File: src/rtl/nios_system_4a_mem_pkg.sv
// Shared definitions for the on-chip memory test master: FSM encoding,
// mode bits and default geometry of the memory under test.
package nios_system_4a_mem_pkg;

    typedef enum logic [2:0] {
        S_IDLE,
        S_CHK_RANGE,
        S_WR,
        S_RD_REQ,
        S_RD_WAIT,
        S_FIN
    } state_t;

    localparam logic [1:0]  MODE_NOP    = 2'b00;
    localparam logic [1:0]  MODE_FILL   = 2'b01;
    localparam logic [1:0]  MODE_CHECK  = 2'b10;

    localparam int          DEF_DEPTH   = 5120;
    localparam logic [31:0] DEF_STRIDE  = 32'h01010101;
    localparam int          DEF_TIMEOUT = 255;

endpackage

File: src/rtl/nios_system_4a_mem_test_master_if.sv
// Avalon-MM word-addressed bus between the test master and the memory slave.
interface nios_system_4a_mem_test_master_if #(
    parameter int ADDR_W = 13
);
    logic [ADDR_W-1:0] address;
    logic              chipselect;
    logic [3:0]        byteenable;
    logic              write;
    logic              read;
    logic [31:0]       writedata;
    logic [31:0]       readdata;
    logic              waitrequest;
    logic              readdatavalid;

    modport master (
        output address, chipselect, byteenable, write, read, writedata,
        input  readdata, waitrequest, readdatavalid
    );

    modport slave (
        input  address, chipselect, byteenable, write, read, writedata,
        output readdata, waitrequest, readdatavalid
    );
endinterface

File: src/rtl/nios_system_4a_mem_pattern_gen.sv
// Test pattern accumulator: loads the seed, adds STRIDE per step (mod 2^32).
module nios_system_4a_mem_pattern_gen
    import nios_system_4a_mem_pkg::*;
#(
    parameter logic [31:0] STRIDE = DEF_STRIDE
) (
    input  logic        clk,
    input  logic        reset_n,
    input  logic        load,
    input  logic        step,
    input  logic [31:0] seed,
    output logic [31:0] value
);
    logic [31:0] acc_reg;

    // Load has priority so a restart on the final accept wins over the step.
    always_ff @(posedge clk) begin
        if (!reset_n)  acc_reg <= '0;
        else if (load) acc_reg <= seed;
        else if (step) acc_reg <= acc_reg + STRIDE;
    end

    assign value = acc_reg;
endmodule

File: src/rtl/nios_system_4a_mem_test_master.sv
// Avalon-MM memory test master: fill, check or fill+check over a word range.
module nios_system_4a_mem_test_master
    import nios_system_4a_mem_pkg::*;
#(
    parameter int          ADDR_W    = 13,
    parameter int          DEPTH     = DEF_DEPTH,
    parameter logic [31:0] STRIDE    = DEF_STRIDE,
    parameter int          TIMEOUT   = DEF_TIMEOUT,
    parameter int          ERR_CNT_W = 16
) (
    input  logic                  clk,
    input  logic                  reset_n,
    input  logic                  start,
    input  logic [1:0]            mode,
    input  logic [ADDR_W-1:0]     base_addr,
    input  logic [ADDR_W:0]       word_count,
    input  logic [31:0]           seed,
    output logic                  busy,
    output logic                  done,
    output logic                  range_err,
    output logic                  timeout_err,
    output logic [ERR_CNT_W-1:0]  err_count,
    output logic [ADDR_W-1:0]     first_err_addr,
    nios_system_4a_mem_test_master_if.master avm
);
    localparam int              TO_W    = $clog2(TIMEOUT + 1);
    localparam logic [TO_W-1:0] TO_LAST = TO_W'(TIMEOUT - 1);

    state_t                 state_reg, state_next;
    logic [1:0]             mode_reg;
    logic [ADDR_W-1:0]      base_reg, addr_reg;
    logic [ADDR_W:0]        count_reg, idx_reg;
    logic [31:0]            seed_reg, pat_value;
    logic [TO_W-1:0]        to_cnt_reg;
    logic                   range_err_reg, timeout_err_reg;
    logic [ERR_CNT_W-1:0]   err_count_reg;
    logic [ADDR_W-1:0]      first_err_addr_reg;
    logic [ADDR_W+1:0]      range_sum;
    logic                   range_bad, last_word, has_fill, has_check;
    logic                   wr_accept, rd_accept, rd_valid, timed_out;

    assign has_fill  = |(mode_reg & MODE_FILL);
    assign has_check = |(mode_reg & MODE_CHECK);
    assign range_sum = {2'b00, base_reg} + {1'b0, count_reg};
    assign range_bad = range_sum > (ADDR_W + 2)'(DEPTH);
    assign last_word = (idx_reg == count_reg - 1'b1);
    assign wr_accept = (state_reg == S_WR)      && !avm.waitrequest;
    assign rd_accept = (state_reg == S_RD_REQ)  && !avm.waitrequest;
    assign rd_valid  = (state_reg == S_RD_WAIT) && avm.readdatavalid;
    // A late readdatavalid on the final count still wins over the timeout.
    assign timed_out = (state_reg == S_RD_WAIT) && !avm.readdatavalid && (to_cnt_reg == TO_LAST);

    nios_system_4a_mem_pattern_gen #(.STRIDE(STRIDE)) u_pattern_gen (
        .clk     (clk),
        .reset_n (reset_n),
        .load    ((state_reg == S_CHK_RANGE) || (wr_accept && last_word)),
        .step    (wr_accept || rd_valid),
        .seed    (seed_reg),
        .value   (pat_value)
    );

    // State register.
    always_ff @(posedge clk) begin
        if (!reset_n) state_reg <= S_IDLE;
        else          state_reg <= state_next;
    end

    // Next-state selection.
    always_comb begin
        state_next = state_reg;
        case (state_reg)
            S_IDLE:      if (start) state_next = (mode != MODE_NOP) ? S_CHK_RANGE : S_FIN;
            S_CHK_RANGE: begin
                if (range_bad || count_reg == '0) state_next = S_FIN;
                else if (has_fill)                state_next = S_WR;
                else                              state_next = S_RD_REQ;
            end
            S_WR:        if (wr_accept && last_word) state_next = has_check ? S_RD_REQ : S_FIN;
            S_RD_REQ:    if (rd_accept) state_next = S_RD_WAIT;
            S_RD_WAIT: begin
                if (rd_valid)       state_next = last_word ? S_FIN : S_RD_REQ;
                else if (timed_out) state_next = S_FIN;
            end
            S_FIN:       state_next = S_IDLE;
            default:     state_next = S_IDLE;
        endcase
    end

    // Run parameters, address/index walk, timeout counter and compare results.
    always_ff @(posedge clk) begin
        if (!reset_n) begin
            mode_reg           <= '0;
            base_reg           <= '0;
            count_reg          <= '0;
            seed_reg           <= '0;
            addr_reg           <= '0;
            idx_reg            <= '0;
            to_cnt_reg         <= '0;
            range_err_reg      <= 1'b0;
            timeout_err_reg    <= 1'b0;
            err_count_reg      <= '0;
            first_err_addr_reg <= '0;
        end else begin
            case (state_reg)
                S_IDLE: if (start && mode != MODE_NOP) begin
                    mode_reg           <= mode;
                    base_reg           <= base_addr;
                    count_reg          <= word_count;
                    seed_reg           <= seed;
                    range_err_reg      <= 1'b0;
                    timeout_err_reg    <= 1'b0;
                    err_count_reg      <= '0;
                    first_err_addr_reg <= '0;
                end
                S_CHK_RANGE: begin
                    addr_reg <= base_reg;
                    idx_reg  <= '0;
                    if (range_bad) range_err_reg <= 1'b1;
                end
                S_WR: if (wr_accept) begin
                    if (last_word) begin
                        addr_reg <= base_reg;
                        idx_reg  <= '0;
                    end else begin
                        addr_reg <= addr_reg + 1'b1;
                        idx_reg  <= idx_reg + 1'b1;
                    end
                end
                S_RD_REQ: if (rd_accept) to_cnt_reg <= '0;
                S_RD_WAIT: begin
                    if (rd_valid) begin
                        if (avm.readdata != pat_value) begin
                            if (err_count_reg == '0) first_err_addr_reg <= addr_reg;
                            if (err_count_reg != '1) err_count_reg <= err_count_reg + 1'b1;
                        end
                        addr_reg <= addr_reg + 1'b1;
                        idx_reg  <= idx_reg + 1'b1;
                    end else if (timed_out) begin
                        timeout_err_reg <= 1'b1;
                    end else begin
                        to_cnt_reg <= to_cnt_reg + 1'b1;
                    end
                end
                default: ;
            endcase
        end
    end

    // Bus strobes are decoded from the state so a reset drops them on the same edge.
    assign avm.chipselect = (state_reg == S_WR) || (state_reg == S_RD_REQ);
    assign avm.write      = (state_reg == S_WR);
    assign avm.read       = (state_reg == S_RD_REQ);
    assign avm.byteenable = avm.chipselect ? 4'hF : 4'h0;
    assign avm.address    = avm.chipselect ? addr_reg : '0;
    assign avm.writedata  = (state_reg == S_WR) ? pat_value : '0;

    assign busy           = (state_reg != S_IDLE) && (state_reg != S_FIN);
    assign done           = (state_reg == S_FIN);
    assign range_err      = range_err_reg;
    assign timeout_err    = timeout_err_reg;
    assign err_count      = err_count_reg;
    assign first_err_addr = first_err_addr_reg;
endmodule

File: src/flat_wrapper.sv
// flat-port wrapper written by rule: the top's interface ports become plain ports
module nios_system_4a_mem_test_master_flat import nios_system_4a_mem_pkg::*;
#(
    parameter int          ADDR_W    = 13,
    parameter int          DEPTH     = DEF_DEPTH,
    parameter logic [31:0] STRIDE    = DEF_STRIDE,
    parameter int          TIMEOUT   = DEF_TIMEOUT,
    parameter int          ERR_CNT_W = 16
)
  (clk, reset_n, start, mode, base_addr, word_count, seed, busy, done, range_err, timeout_err, err_count, first_err_addr, avm_address, avm_chipselect, avm_byteenable, avm_write, avm_read, avm_writedata, avm_readdata, avm_waitrequest, avm_readdatavalid);
  nios_system_4a_mem_test_master_if #(.ADDR_W(ADDR_W)) avm_i ();
  input  logic clk;
  input  logic reset_n;
  input  logic start;
  input  logic [1:0] mode;
  input  logic [ADDR_W-1:0] base_addr;
  input  logic [ADDR_W:0] word_count;
  input  logic [31:0] seed;
  output logic busy;
  output logic done;
  output logic range_err;
  output logic timeout_err;
  output logic [ERR_CNT_W-1:0] err_count;
  output logic [ADDR_W-1:0] first_err_addr;
  output wire logic [$bits(avm_i.address)-1:0] avm_address;
  output wire logic [$bits(avm_i.chipselect)-1:0] avm_chipselect;
  output wire logic [$bits(avm_i.byteenable)-1:0] avm_byteenable;
  output wire logic [$bits(avm_i.write)-1:0] avm_write;
  output wire logic [$bits(avm_i.read)-1:0] avm_read;
  output wire logic [$bits(avm_i.writedata)-1:0] avm_writedata;
  input wire logic [$bits(avm_i.readdata)-1:0] avm_readdata;
  input wire logic [$bits(avm_i.waitrequest)-1:0] avm_waitrequest;
  input wire logic [$bits(avm_i.readdatavalid)-1:0] avm_readdatavalid;
  assign avm_address = avm_i.address;
  assign avm_chipselect = avm_i.chipselect;
  assign avm_byteenable = avm_i.byteenable;
  assign avm_write = avm_i.write;
  assign avm_read = avm_i.read;
  assign avm_writedata = avm_i.writedata;
  assign avm_i.readdata = avm_readdata;
  assign avm_i.waitrequest = avm_waitrequest;
  assign avm_i.readdatavalid = avm_readdatavalid;
  nios_system_4a_mem_test_master #(.ADDR_W(ADDR_W), .DEPTH(DEPTH), .STRIDE(STRIDE), .TIMEOUT(TIMEOUT), .ERR_CNT_W(ERR_CNT_W)) u_core (.clk(clk), .reset_n(reset_n), .start(start), .mode(mode), .base_addr(base_addr), .word_count(word_count), .seed(seed), .busy(busy), .done(done), .range_err(range_err), .timeout_err(timeout_err), .err_count(err_count), .first_err_addr(first_err_addr), .avm(avm_i));
endmodule
File: config.mk
export PLATFORM = sky130hd
export DESIGN_NAME = nios_system_4a_mem_test_master_flat
export DESIGN_NICKNAME = d
export VERILOG_FILES = /design/src/rtl/nios_system_4a_mem_pkg.sv /design/src/rtl/nios_system_4a_mem_test_master_if.sv /design/src/rtl/nios_system_4a_mem_pattern_gen.sv /design/src/rtl/nios_system_4a_mem_test_master.sv /design/src/flat_wrapper.sv
export SDC_FILE = /design/constraint.sdc
export NUM_CORES = 1
export LEC_CHECK = 0
export ABC_AREA = 1
export BUFFER_PORTS_ARGS = -buffer_cell sky130_fd_sc_hd__buf_2
export CAP_MARGIN = 20
export CORE_ASPECT_RATIO = 0.5
export CORE_UTILIZATION = 62
export CTS_BUF_LIST = sky130_fd_sc_hd__clkbuf_4 sky130_fd_sc_hd__clkbuf_8 sky130_fd_sc_hd__clkbuf_16
export DETAILED_ROUTE_END_ITERATION = 10
export PLACE_DENSITY = 0.89
export SLEW_MARGIN = 20
export SYNTH_ARGS = -nofsm -noshare
export SYNTH_HDL_FRONTEND = slang
export SYNTH_HIERARCHICAL = 1
export SYNTH_SLANG_ARGS = --single-unit
File: constraint.sdc
create_clock -name clk -period 6.7 [get_ports clk]
set_clock_uncertainty 0.15 [all_clocks]
set_input_delay 0.67 -clock clk [delete_from_list [all_inputs] [get_ports clk]]
set_output_delay 0.67 -clock clk [all_outputs]
set_load 0.02 [all_outputs]
======== Yosys cells after proc, flatten, opt, wreduce, memory -nomap -nowiden ========
Index checks and enable logic that the tools add are counted.
word-level totals
  bits in registers ....................... 162
  output and inout port bits .............. 85
  logic and storage cells ................. 121
cells by class
  add/subtract/negate cells ............... 7
  order comparisons ....................... 1
  equality and inequality tests ........... 24
  muxes and demuxes ....................... 44
  reduce and logical (&&, ||, !) cells .... 32
operator list
  operator                  count
  $mux W13                  8
  $mux W32                  3
  $mux W16                  4
  $mux W14                  3
  $pmux W14 S3              1
  $pmux W13 S3              1
  $add A32 B25 Y32 const B  1
  $ne A32 B32 Y1            1
  $pmux W16 S2              1
  $mux W3                   9
  $pmux W13 S2              1
  $mux W8                   3
  $add A16 B1 Y16 const B   1
  $logic_not A16 Y1         1
  $ne A16 B16 Y1 const B    1
  $pmux W8 S2               1
  $add A13 B14 Y15          1
  $gt A15 B13 Y1 const B    1
  $pmux W3 S5               1
  $add A14 B1 Y14 const B   1
  $eq A14 B14 Y1            1
  $logic_not A14 Y1         1
  $ne A2 B1 Y1 const B      7
  $sub A14 B1 Y14 const B   1
  22 further kinds          54

======== Longest topological paths before layout ========
  depth in word-level cells ............... 6
  gate-level depth with buffers ........... 24
  gate-level depth less buffers ........... 23

======== Modules after synthesis ========
Netlist, hierarchy kept.
modules (own cells, without submodules)
  module                          times used  cells an instance  area each (um^2)  seq. area each (um^2)
  nios_system_4a_mem_test_master  1           1,283              8,336.7           2,602.5
  nios_system_4a_mem_pattern_gen  1           390                2,452.4           640.6

======== Worst setup path before layout ========
OpenSTA, ideal clock, no wires.
  path kind ............................... reg-to-reg
  start ................................... register u_core.count_reg[1]
  end ..................................... register u_core.u_pattern_gen.acc_reg[15], in the netlist u_core/u_pattern_gen/value[15]
  arrival ................................. 2,680 ps
  required time ........................... 6,482 ps
  slack ................................... 3,803 ps
  cell stages (with the launch flop) ...... 21
  path buffers ............................ 2
  cell sequence ........................... dfxtp_1 -> inv_1 -> ha_1 -> or2_2 -> nand3_1 -> nor2_1 -> nand3_1 -> nor2_1 -> nand3_1 -> nor2_2 -> nand2_4 -> clkinv_2 -> nand2_2 -> nand2_4 -> inv_4 -> nor2_8 -> clkbuf_1 -> nor2_1 -> clkbuf_1 -> a22oi_1 -> a21oi_2
on the way
  cells in the longest elaborated chain, start to end .. 5
  elaborated cells on any way between the ends .. 6
  classes of those cells .................. add/sub (1); eq/ne (1); mux (1); reduce/logical (3)
RTL lines
  what                                            line                                   text
  start, declared                                 nios_system_4a_mem_test_master.sv:32   logic [ADDR_W:0] count_reg, idx_reg;
  start signal, assigned                          nios_system_4a_mem_test_master.sv:108  count_reg <= word_count;
  $sub A14 B1 Y14 (*)                             nios_system_4a_mem_test_master.sv:46   assign last_word = (idx_reg == count_reg - 1'b1);
  $eq A14 B14 Y1 (*)                              nios_system_4a_mem_test_master.sv:46
  $logic_and A1 B1 Y1 (*)                         nios_system_4a_mem_test_master.sv:56   .load ((state_reg == S_CHK_RANGE) || (wr_accept && last_word)),
  $logic_or A1 B1 Y1 (*)                          nios_system_4a_mem_test_master.sv:56
  $mux W32 or $reduce_bool A2 Y1 (tied branches)  --
  end signal, assigned                            nios_system_4a_mem_pattern_gen.sv:20   else if (step) acc_reg <= acc_reg + STRIDE;
  end, declared                                   nios_system_4a_mem_pattern_gen.sv:14   logic [31:0] acc_reg;
Every way passes the cells marked *; elsewhere a longest branch is shown, timed or not.
A chain may end at the register's enable or synchronous reset.

======== Worst setup path in the final report ========
  start ................................... register u_core.state_reg[1]
  end ..................................... register u_core.u_pattern_gen.acc_reg[15], in the netlist u_core/u_pattern_gen/value[15]
on the way
  cells in the longest elaborated chain, start to end .. 5
  elaborated cells on any way between the ends .. 10
  classes of those cells .................. eq/ne (3); mux (1); reduce/logical (6)
RTL lines
  what                                            line                                  text
  start, declared                                 nios_system_4a_mem_test_master.sv:29  state_t state_reg, state_next;
  start signal, assigned                          nios_system_4a_mem_test_master.sv:65  else state_reg <= state_next;
  $eq A3 B2 Y1                                    nios_system_4a_mem_test_master.sv:47  assign wr_accept = (state_reg == S_WR) && !avm.waitrequest;
  $logic_and A1 B1 Y1                             nios_system_4a_mem_test_master.sv:47
  $logic_and A1 B1 Y1                             nios_system_4a_mem_test_master.sv:56
  $logic_or A1 B1 Y1                              nios_system_4a_mem_test_master.sv:56
  $mux W32 or $reduce_bool A2 Y1 (tied branches)  --
Several ways; a longest one is shown, not always the timed one.

==> qor.txt <==
run status - finished clean
Mapped Nets - 1793
Startpoint Class - flop
pre-CTS WS - 2.93 ns
Post-CTS Hold Fix Bufs - 0
CP Class - flop to flop
final setup vio count - 0
initial antenna violation count - 0
highest clock rate - 0.260 GHz
share of cells above drive strength 1 - 0.177
sum of negative setup slack - 0 ns
max_cap viols - 0
cell depth of the worst setup path - 12
Crit. End Element - flop
post-layout min period - 3.84 ns
Reg2Reg Setup Slack - 2.86 ns
first-pass GRT wire length - 50200 µm
final hold violation count - 0
Num CTS Buffers - 17
final setup margin - 2.86 ns
cell area after placement - 11700 µm²
crit-path most repeated cell - nor2_2
post-synth cell types - 55
buffers added on ports - 182
die width - 189 µm
dpl hpwl - 22400 µm
final instance area - 12300 µm²
Cell Pwr Density - 361 nW/µm²
Worst-path clk slew - 0.07 ns
commonest non-fill, non-tap cell in the layout - nand2_1
Synth Register Bits - 162
Critical Path RT - 6.84 ns
CP max stage delay - 0.59 ns
core area - 16700 µm²
Die H - 95.3 µm
area delta synth->final - 14.3%
Clock Tree Buf Depth - 2
final-stage net count - 1936
initial detailed-routing violation count - 1095
clk_lat worst skew - 0.43 ns
n_diodes - 0
CP startpoint - u_core/state_reg[1]$_SDFFE_PN0P_
Post-DRT Antenna Nets - 0
Worst Setup EP - u_core/u_pattern_gen/value[15]$_SDFFE_PN0P_
Reg2Reg Capture Point - u_core/u_pattern_gen/value[15]$_SDFFE_PN0P_
Vias/cell - 5.69
Initial DRT Pass Iterations - 7
Top Ports - 183
RR Startpoint - u_core/state_reg[1]$_SDFFE_PN0P_
total grt overflow - 0
CTS sink cnt - 162
CTS resizes - 0
Post-synth EDFFs - 0
FP Rows - 33
Setup Fix Bufs, Post-CTS - 0
routed wire length - 31000 µm
Post-Syn Instances - 1673
crit-path max FO - 43
Cell Area, Synth - 10800 µm²
H-tree depth - 4
Reg2Reg Depth - 12
relative slew slack - 0.343
vias in the first global route - 10500
Main synth FF type - dfxtp_1
Synth Warn # - 6
CP arrival - 3.98 ns
LEAKAGE - 5.50 nW
most frequent cells in the layout - nand2_1, nor2_1, inv_1
Hold/Removal Path Class - flop to flop
total number of vias - 11700
fin. max-slew vios - 0
WL per Instance - 15.1 µm
# DRC - 0
Async SR Flop Fraction - 0
worst vdd ir - 0.000260 V
Bufs and invs on worst path - 3
fillers - 1423
delay-heaviest family, CP - simple AND/OR/NAND/NOR gates
critical path, cell by cell - inv_1 -> nor2_4 -> nand2_2 -> nand2_1 -> nor2_1 -> nor2_2 -> inv_2 -> nor2_8 -> nor2_2 -> buf_4 -> a22oi_1 -> a21oi_2
Seq/Total Area, Yosys - 0.301
CTS tree - built
gp weighted congestion - 0.933
Die ar. - 18000 µm²
root buf cell - clkbuf_16
RSZ-0062 raised after global routing - no
slowest CP cell - nand2_1
syn avg cell area - 6.45 µm²
crit share post-route - 0.573
Overall Global Routing Usage - 0.348
Initial Util - 0.647
worst-margin pin slew - 0.979 ns
largest net degree at the start of global routing - 77
[cells in the mapped netlist (6+ instances only)]
library cell / number / area share
nor3_1: 29 / 0.013
a22oi_1: 23 / 0.016
nand3_2: 11 / 0.010
o21ai_1: 7 / 0.0032
buf_1: 6 / 0.0021
nor4_1: 9 / 0.0052
nand3_1: 97 / 0.045
dfxtp_1: 162 / 0.30
o21ai_0: 99 / 0.046
xnor2_1: 12 / 0.0097
nand4_1: 32 / 0.019
a21oi_1: 111 / 0.051
nand2_1: 362 / 0.13
o22ai_1: 6 / 0.0035
ha_1: 21 / 0.024
nand2_4: 7 / 0.0073
buf_4: 7 / 0.0049
nand3b_1: 9 / 0.0063
xor2_1: 66 / 0.054
nor2_4: 7 / 0.0073
inv_2: 9 / 0.0031
a31oi_1: 12 / 0.0070
a21oi_2: 6 / 0.0049
buf_2: 10 / 0.0046
nor2_2: 22 / 0.013
clkbuf_1: 40 / 0.014
nand2_2: 13 / 0.0075
inv_1: 191 / 0.066
nor2_1: 243 / 0.085
[logic make-up (layout without fill, tap and decap cells)]
kind of cell,count (synthesis),in the layout,synth area share
AOI/OAI and AO/OA,279,279,0.145
and+or+nand+nor,859,859,0.362
buffers and inverters,272,428,0.101
adders and majority gates,22,22,0.0262
xor gates and xnor gates,79,79,0.0654
DFF,162,162,0.301
[through the flow]
step / hold WS [ns] / utilization / std cells / power (mW)
finish: 0.311 / 0.739 / 2056 / 4.45
global route: 0.331 / 0.739 / 2056 / 4.76
CTS: 0.314 / 0.739 / 2056 / 4.41
detailed placement: 0.304 / 0.704 / 2024 / 3.42
global placement: 0.301 / 0.704 / 2024 / 3.38
floorplan: 0.278 / - / 1673 / 2.96
[power breakdown]
| group | switching [mW] | leakage (nW) | internal (mW) |
|---|---|---|---|
| clock | 0.414 | 0.285 | 0.563 |
| sequential | 0.270 | 1.32 | 1.17 |
| combinational | 1.38 | 3.89 | 0.654 |
[worst min-delay path, cell delays in order (launching register included)]
cell and delay (ns):
dfxtp_1 0.30, nand2_1 0.05, a21oi_1 0.06
[routing by layer]
| metal | GRT usage | up-vias | routed length [µm] |
|---|---|---|---|
| met5 | 0 | - | 0 |
| met4 | 0.150 | 0 | 928 |
| met3 | 0.0604 | 79 | 2900 |
| met2 | 0.574 | 604 | 13700 |
| met1 | 0.454 | 5313 | 13500 |
| li1 | - | 5695 | - |
[worst min path at each step]
stage,start,end,slack [ns],cells after the start
final,u_core/first_err_addr[7]$_SDFFE_PN0P_,u_core/first_err_addr[7]$_SDFFE_PN0P_,0.31,2
after CTS,u_core/first_err_addr[7]$_SDFFE_PN0P_,u_core/first_err_addr[7]$_SDFFE_PN0P_,0.31,2
after global placement,u_core/to_cnt_reg[7]$_SDFFE_PN0P_,u_core/to_cnt_reg[7]$_SDFFE_PN0P_,0.30,1
after floorplan,u_core/to_cnt_reg[7]$_SDFFE_PN0P_,u_core/to_cnt_reg[7]$_SDFFE_PN0P_,0.28,1
after global routing,u_core/first_err_addr[3]$_SDFFE_PN0P_,u_core/first_err_addr[3]$_SDFFE_PN0P_,0.33,2
after detailed placement,u_core/first_err_addr[11]$_SDFFE_PN0P_,u_core/first_err_addr[11]$_SDFFE_PN0P_,0.30,2
[layout make-up]
cell class | instances | area (µm²) | share of cell area
Timing Repair Buffer | 190 | 971 | 0.0787
Clock buffer | 22 | 494 | 0.0401
Inverter | 206 | 779 | 0.0632
Multi-Input combinational cell | 1239 | 6460 | 0.524
Tap cell | 227 | 284 | 0.0230
Sequential cell | 162 | 3240 | 0.263
Clock inverter | 10 | 101 | 0.00822
Power figures use the tool's default switching activity.
